<file path="config.mk">
export PLATFORM = sky130hd
export DESIGN_NAME = interrupt_controller
export DESIGN_NICKNAME = d
export VERILOG_FILES = /design/src/rtl/interrupt_controller.sv
export SDC_FILE = /design/constraint.sdc
export NUM_CORES = 1
export LEC_CHECK = 0
export CAP_MARGIN = 40
export CORE_AREA = 10 10 81 55
export CTS_BUF_LIST = sky130_fd_sc_hd__clkbuf_2
export CTS_CLUSTER_SIZE = 8
export DETAILED_ROUTE_END_ITERATION = 6
export DIE_AREA = 0 0 91 65
export GPL_TIMING_DRIVEN = 0
export PLACE_DENSITY_LB_ADDON = 0.15
export SETUP_SLACK_MARGIN = 0.4
export SYNTH_ARGS = -nofsm -noshare
export SYNTH_HDL_FRONTEND = slang
export SYNTH_SLANG_ARGS = --single-unit
</file>
<file path="constraint.sdc">
create_clock -name clk -period 1.6 [get_ports clk]
set_clock_uncertainty 0.15 [all_clocks]
set_input_delay 0.32 -clock clk [delete_from_list [all_inputs] [get_ports clk]]
set_output_delay 0.32 -clock clk [all_outputs]
set_load 0.03 [all_outputs]
</file>
<file path="src/rtl/interrupt_controller.sv">
// Vectored interrupt controller: edge-detected sources, mask register, fixed
// priority (highest index wins) and a single IDLE/REQ/SERVICE handshake with the CPU.
module interrupt_controller #(
    parameter  int ID_WIDTH = 3,
    localparam int IN_WIDTH = 1 << ID_WIDTH
) (
    input  logic                clk,
    input  logic                rst,
    input  logic [IN_WIDTH-1:0] src,
    input  logic                maskWe,
    input  logic [IN_WIDTH-1:0] maskIn,
    input  logic                irqAck,
    input  logic                eoi,
    output logic                irq,
    output logic [ID_WIDTH-1:0] vector,
    output logic [IN_WIDTH-1:0] pending,
    output logic                busy,
    output logic [1:0]          dbg_state
);

    // Handshake: irq stays high from selection until irqAck is seen in REQ;
    // the CPU then owns the vector until it signals eoi in SERVICE.
    typedef enum logic [1:0] {
        ST_IDLE    = 2'd0,
        ST_REQ     = 2'd1,
        ST_SERVICE = 2'd2
    } state_t;

    state_t              state_q, state_d;
    logic                irq_q, irq_d;
    logic [ID_WIDTH-1:0] vector_q, vector_d;
    logic [IN_WIDTH-1:0] pending_q, pending_d;
    logic [IN_WIDTH-1:0] mask_q, mask_d;
    logic [IN_WIDTH-1:0] src_prev_q, src_prev_d;

    logic [IN_WIDTH-1:0] rise;
    logic [IN_WIDTH-1:0] active;
    logic [IN_WIDTH-1:0] clr;
    logic [ID_WIDTH-1:0] sel;

    always_comb begin
        rise   = src & ~src_prev_q;
        active = pending_q & ~mask_q;

        // Later iterations overwrite earlier ones, so the highest set index wins.
        sel = '0;
        for (int i = 0; i < IN_WIDTH; i++) begin
            if (active[i]) begin
                sel = ID_WIDTH'(i);
            end
        end

        state_d  = state_q;
        irq_d    = irq_q;
        vector_d = vector_q;
        clr      = '0;

        case (state_q)
            ST_IDLE: begin
                irq_d = 1'b0;
                if (|active) begin
                    vector_d = sel;
                    irq_d    = 1'b1;
                    state_d  = ST_REQ;
                end
            end
            ST_REQ: begin
                irq_d = 1'b1;
                if (irqAck) begin
                    clr     = IN_WIDTH'(1) << vector_q;
                    irq_d   = 1'b0;
                    state_d = ST_SERVICE;
                end
            end
            ST_SERVICE: begin
                irq_d = 1'b0;
                if (eoi) begin
                    state_d = ST_IDLE;
                end
            end
            default: begin
                irq_d   = 1'b0;
                state_d = ST_IDLE;
            end
        endcase

        // A rise on the bit being acknowledged re-arms it in the same cycle.
        pending_d  = (pending_q & ~clr) | rise;
        mask_d     = maskWe ? maskIn : mask_q;
        src_prev_d = src;
    end

    always_ff @(posedge clk) begin
        if (rst) begin
            state_q    <= ST_IDLE;
            irq_q      <= 1'b0;
            vector_q   <= '0;
            pending_q  <= '0;
            mask_q     <= '1;
            src_prev_q <= '0;
        end else begin
            state_q    <= state_d;
            irq_q      <= irq_d;
            vector_q   <= vector_d;
            pending_q  <= pending_d;
            mask_q     <= mask_d;
            src_prev_q <= src_prev_d;
        end
    end

    assign irq       = irq_q;
    assign vector    = vector_q;
    assign pending   = pending_q;
    assign busy      = (state_q == ST_REQ) || (state_q == ST_SERVICE);
    assign dbg_state = state_q;

endmodule

</file>
After elaboration in Yosys (flattened, before gate mapping)
Index checks and enable logic that the tools add are counted.
{"block": "classes", "n_mux": 16, "bitwise": 7, "n_shift": 1, "eq_ne": 5, "n_reduce_logical": 5}
{"op": "8-bit AND", "n": 3}
{"op": "8-bit NOT", "n": 3}
{"op": "3-bit two-way mux", "n": 6}
{"op": "8-bit two-way mux", "n": 2}
{"op": "8-bit bitwise OR", "n": 1}
{"op": "8-bit OR reduction", "n": 1}
{"op": "1-bit by 3-bit left shift with 8-bit output, first input constant", "n": 1}
{"op": "2-bit two-way mux", "n": 3}
{"op": "2-bit inequality test, second input constant", "n": 3}
{"op": "2-bit case mux with 3 select lines", "n": 1}
{"op": "1-bit two-way mux", "n": 3}
{"op": "3-bit AND reduction", "n": 1}
{"op": "2-bit by 1-bit == test with 1-bit output, second input constant", "n": 1}
{"op": "2-bit == test, second input constant", "n": 1}
{"op": "2-bit zero test", "n": 1}
{"op": "1-bit case mux with 2 select lines", "n": 1}
{"op": "2-bit AND reduction", "n": 1}
{"op": "1-bit logical OR", "n": 1}
{"block": "totals", "input_bits": 21, "word_cells": 40, "reg_bits": 30, "output_inout_bits": 15}

Logic depth before layout (Yosys ltp)
{"block": "depth", "depth_word": 9, "ltp_mapped": 6, "ltp_nobuf": 6}

Least setup slack after synthesis
No wires, ideal clock.
{"block": "synth_path", "path_type": "register -> register", "startpoint": "reg state_q[1], in the netlist dbg_state[1]", "endpoint": "reg state_q[0], in the netlist dbg_state[0]", "setup_ns": 0.095, "path_slack_ns": -0.218, "required_ns": 1.355, "path_stages_with_launch": 7, "synth_period_minus_slack_ns": 1.818, "arrival_time_ns": 1.572, "path_buffers": 0, "path_cell_list": "dfxtp_1 inv_1 ha_1 nand2b_1 a21boi_1 o21ai_0 a221oi_1"}
{"block": "synth_between", "elab_chain_cells": 3, "word_cells_on_any_way": 8, "classes_between": "eq/ne (5); mux (1); reduce/logical (2)"}
{"element": "from (decl)", "line_no": "29", "rtl": "state_t state_q, state_d;"}
{"element": "from (signal assigned)", "line_no": "102", "rtl": "state_q <= state_d;"}
{"element": "2-bit == test, or another cell as far along", "line_no": "58", "rtl": "case (state_q)"}
{"element": "2-bit inequality test (no line)"}
{"element": "3-bit AND reduction (no line)"}
Parallel ways exist; a longest one is shown, timed or not.
A chain may end at the register's enable or synchronous reset.

Worst setup path in the final report
{"block": "layout_path", "startpoint": "reg state_q[1], in the netlist dbg_state[1]", "endpoint": "reg state_q[1], in the netlist dbg_state[1]"}
{"block": "layout_between", "word_cells_on_any_way": 8, "classes_between": "eq/ne (5); mux (1); reduce/logical (2)"}
{"element": "2-bit == test, or another cell as far along", "line_no": "58"}
{"element": "2-bit case mux with 3 select lines *", "line_no": "58"}
{"element": "named net state_d[1]", "line_no": "29"}
The timed path passes the listed nets; every way through them passes the cells marked *.

==> flow_summary.toml <==
[clocking]
numClockSinks = 30
worst_setup_hold_path_clk_slew_ps = 160
tritoncts.num_buffers = 5
clock_latency_on_the_worst_skew_pair_ps = 380
ctsRootBufferMaster = "clkbuf_2"
ctsHtreeMaxLevel = 2
clock_tree_from_tritoncts = "yes"
clock_tree.buffer_depth = 2

[routing]
wirelength_mm = 4.13
ant_nets = 0
route.vias.total = 1256
detailedRoute.firstIterationViolations = 87
first_pass_detailed_route_iteration_total = 5
drt-vias-per-instance = 5.17
total_drc_errors_in_the_routed_layout = 0
avgRoutedWirePerCell_microns = 17.0

[global_routing]
grt_pass1_wl_mm = 6.12
global_route.usage.total_pct = 13.0
pin_count_of_the_biggest_net_entering_global_routing = 11
antenna_found_initial = 0
grt-ovfl-total = 0
grt_pass1_vias = 1242

[logic_synthesis]
synth_xor_area_share_pct = 0
ys_types = 30
post-synth-top-area-cell = "dfxtp_1"
post_synth.cell_area_avg_sq_um = 9.66
synthesis.nets = 157
asyncSetResetFlopFracSynth_pct = 0
synth-compound-area-share_pct = 14.7
netlist.area_leader.share_pct = 46.7
synth_most_common_cell = "dfxtp_1"
synth-seq-area-share_pct = 46.7
post_synth_most_frequent_cells = "30 x dfxtp_1, 15 x nand2b_1, 11 x nand2_1, 11 x nor2b_1"
synth_adder_area_share_pct = 2.92
synth_flop_cell = "dfxtp_1"
mappedNetlistArea_sq_um = 1280
synth_top_family_by_area = "simple AND/OR/NAND/NOR gates"
yosys-mux-area-fraction_pct = 7.89
postSynthRegisterBits = 30
post_synth_edffs = 0
ys_warn_count = 0
postSynthCellCount = 133
synth.area.top_cells = "dfxtp_1 47%, nand2b_1 7.3%, mux2i_1 7.0%, nor2b_1 5.4%, a21oi_1 3.5%"
synth_simple_gate_area_share_pct = 24.8

[layout]
nets_finish = 221
area.sequential_sq_um = 642
syn2layout_area_growth_pct = 67.7
fillers = 227
antenna-diode-count = 0
drive_gt1_share_pct = 46.0
postLayoutCellArea_sq_um = 2150
multi_input_area_sq_um = 801

[worst_setup_path]
type_of_destination_of_the_critical_path = "register"
rr_startpoint = "dbg_state[1]$_SDFFE_PP0P_"
startpoint_type = "register"
worstSetupPathType = "reg2reg"
peak_fanout_along_the_critical_path = 3
arrival_time_reported_for_the_critical_path_endpoint_ps = 1830
crit_path_start = "dbg_state[1]$_SDFFE_PP0P_"
worstPathRequired_ps = 1710

[timing]
max_slew_margin_pct = 64.0
post_route_worst_hold_slack_ps = 254
final-max-slew-violation-count = 0
rsz0062_at_grt = "yes"
setup_viol_count_final = 6
final_hold_viol_count = 0
setup_slack_after_layout_ps = -113
worst_pin_slew_ps = 541
period_share_pct = 107
min_period_ps = 1710
max_clock_freq_mhz = 584

[floorplanning]
fp.dieH_microns = 65
floorplan.rows = 16
die_width_microns = 91
placeableCoreArea_sq_um = 3080
start_util_pct = 41.7
fp.dieArea_sq_um = 5920
ios = 36

[power_and_ir_drop]
power-per-cell-area_nw_per_um2 = 933
power.static_leakage_nw = 0.914
power.ir.vdd_worst_uv = 514

[place]
gp_congestion = 0.873
port_buffers = 34
detailedPlacementHpwl_mm = 2.55
place_area_sq_um = 1750

[job]
drv.max_cap_violation_count = 0

[status]
violated_checks = "setup timing"
outcome = "finished, violations left"

[hold_path]
worst_hold_path_type = "in2reg"
hp-start = "maskWe"
-- per-stage QoR --
stage               power, mW  std cells  setup TNS, ps  setup slack (ps)  utilization [%]
floorplan                1.17        133              0              97.7                -
global placement         1.36        212          -3780              -329             56.7
detailed placement       1.37        212          -4780              -363             56.7
CTS                      1.93        237          -66.1             -59.4             67.0
global route             2.09        243           -600              -146             69.9
finish                   2.01        243           -370              -113             69.9
-- registers in the layout, summed over array words and instances (netlist names) --
signal / count
src_prev_q: 8
pending: 8
vector: 3
mask_q: 8
dbg_state: 2
irq: 1
-- what timing repair did --
| item | CTS | global route |
|---|---|---|
| pin swaps | 17 | 11 |
| buffers inserted | 17 | 6 |
| resized for setup | 142 | 9 |
| hold buffers | 0 | 0 |
| setup endpoints to repair | 45 | 29 |
| hold endpoints to repair | 0 | 0 |
-- path summary, 6_finish.rpt --
kind                                             endpoint  slack [ps]  cells past startpoint
worst min register to register     mask_q[0]$_SDFFE_PP1P_         340                      2
worst min-delay path               mask_q[0]$_SDFFE_PP1P_         250                      3
worst max-delay path            dbg_state[1]$_SDFFE_PP0P_        -110                      8
worst max register to register  dbg_state[1]$_SDFFE_PP0P_        -110                      8
-- kinds of logic (layout without fill, tap and decap cells) --
family	Yosys count	count (layout)
buffers and inverters	10	75
DFF	30	30
muxes	10	10
AOI/OAI and AO/OA	31	31
adders and majority gates	3	3
and+or+nand+nor	49	49
-- metal layers --
layer	GRT usage [%]	vias to the layer above	routed length, microns
li1	-	591	-
met2	19.3	59	1820
met3	5.29	16	374
met1	15.8	590	1800
met5	0	-	0
met4	7.00	0	126
-- where the power goes --
group / leakage [nW] / total [mW] / internal (mW) / switching (mW)
sequential: 0.256 / 0.864 / 0.813 / 0.0510
combinational: 0.627 / 0.770 / 0.400 / 0.371
clock: 0.0306 / 0.376 / 0.117 / 0.259
total: 0.914 / 2.01 / 1.33 / 0.681
-- final cells by class --
type | instances | area share [%]
Sequential cell | 30 | 29.8
Multi-Input combinational cell | 93 | 37.2
Inverter | 6 | 1.16
Clock buffer | 7 | 1.63
Timing Repair Buffer | 57 | 26.6
Tap cell | 45 | 2.61
Buffer | 4 | 0.871
Clock inverter | 1 | 0.174
-- critical path: stages (launching register included) --
cell and delay [ps]:
dfxtp_4 400, inv_4 50, buf_12 120, ha_4 160, nand2b_4 70, a21boi_4 190
buf_6 130, mux2i_2 200, nand3_1 130
-- cell usage in the layout, fill, tap and decap left out, types with 3 or more instances in the layout --
| cell | count |
|---|---|
| inv_1 | 3 |
| buf_4 | 14 |
| mux2i_1 | 8 |
| dfxtp_4 | 9 |
| nor2b_1 | 10 |
| nand2_1 | 11 |
| a21oi_1 | 8 |
| dfxtp_1 | 15 |
| o21ai_1 | 3 |
| nand2b_1 | 11 |
| dfxtp_2 | 6 |
| clkdlybuf4s50_1 | 18 |
| clkbuf_2 | 10 |
| o21ai_2 | 4 |
| nand2b_4 | 3 |
| buf_6 | 23 |
Note: power is estimated with default switching activity, not from simulation.
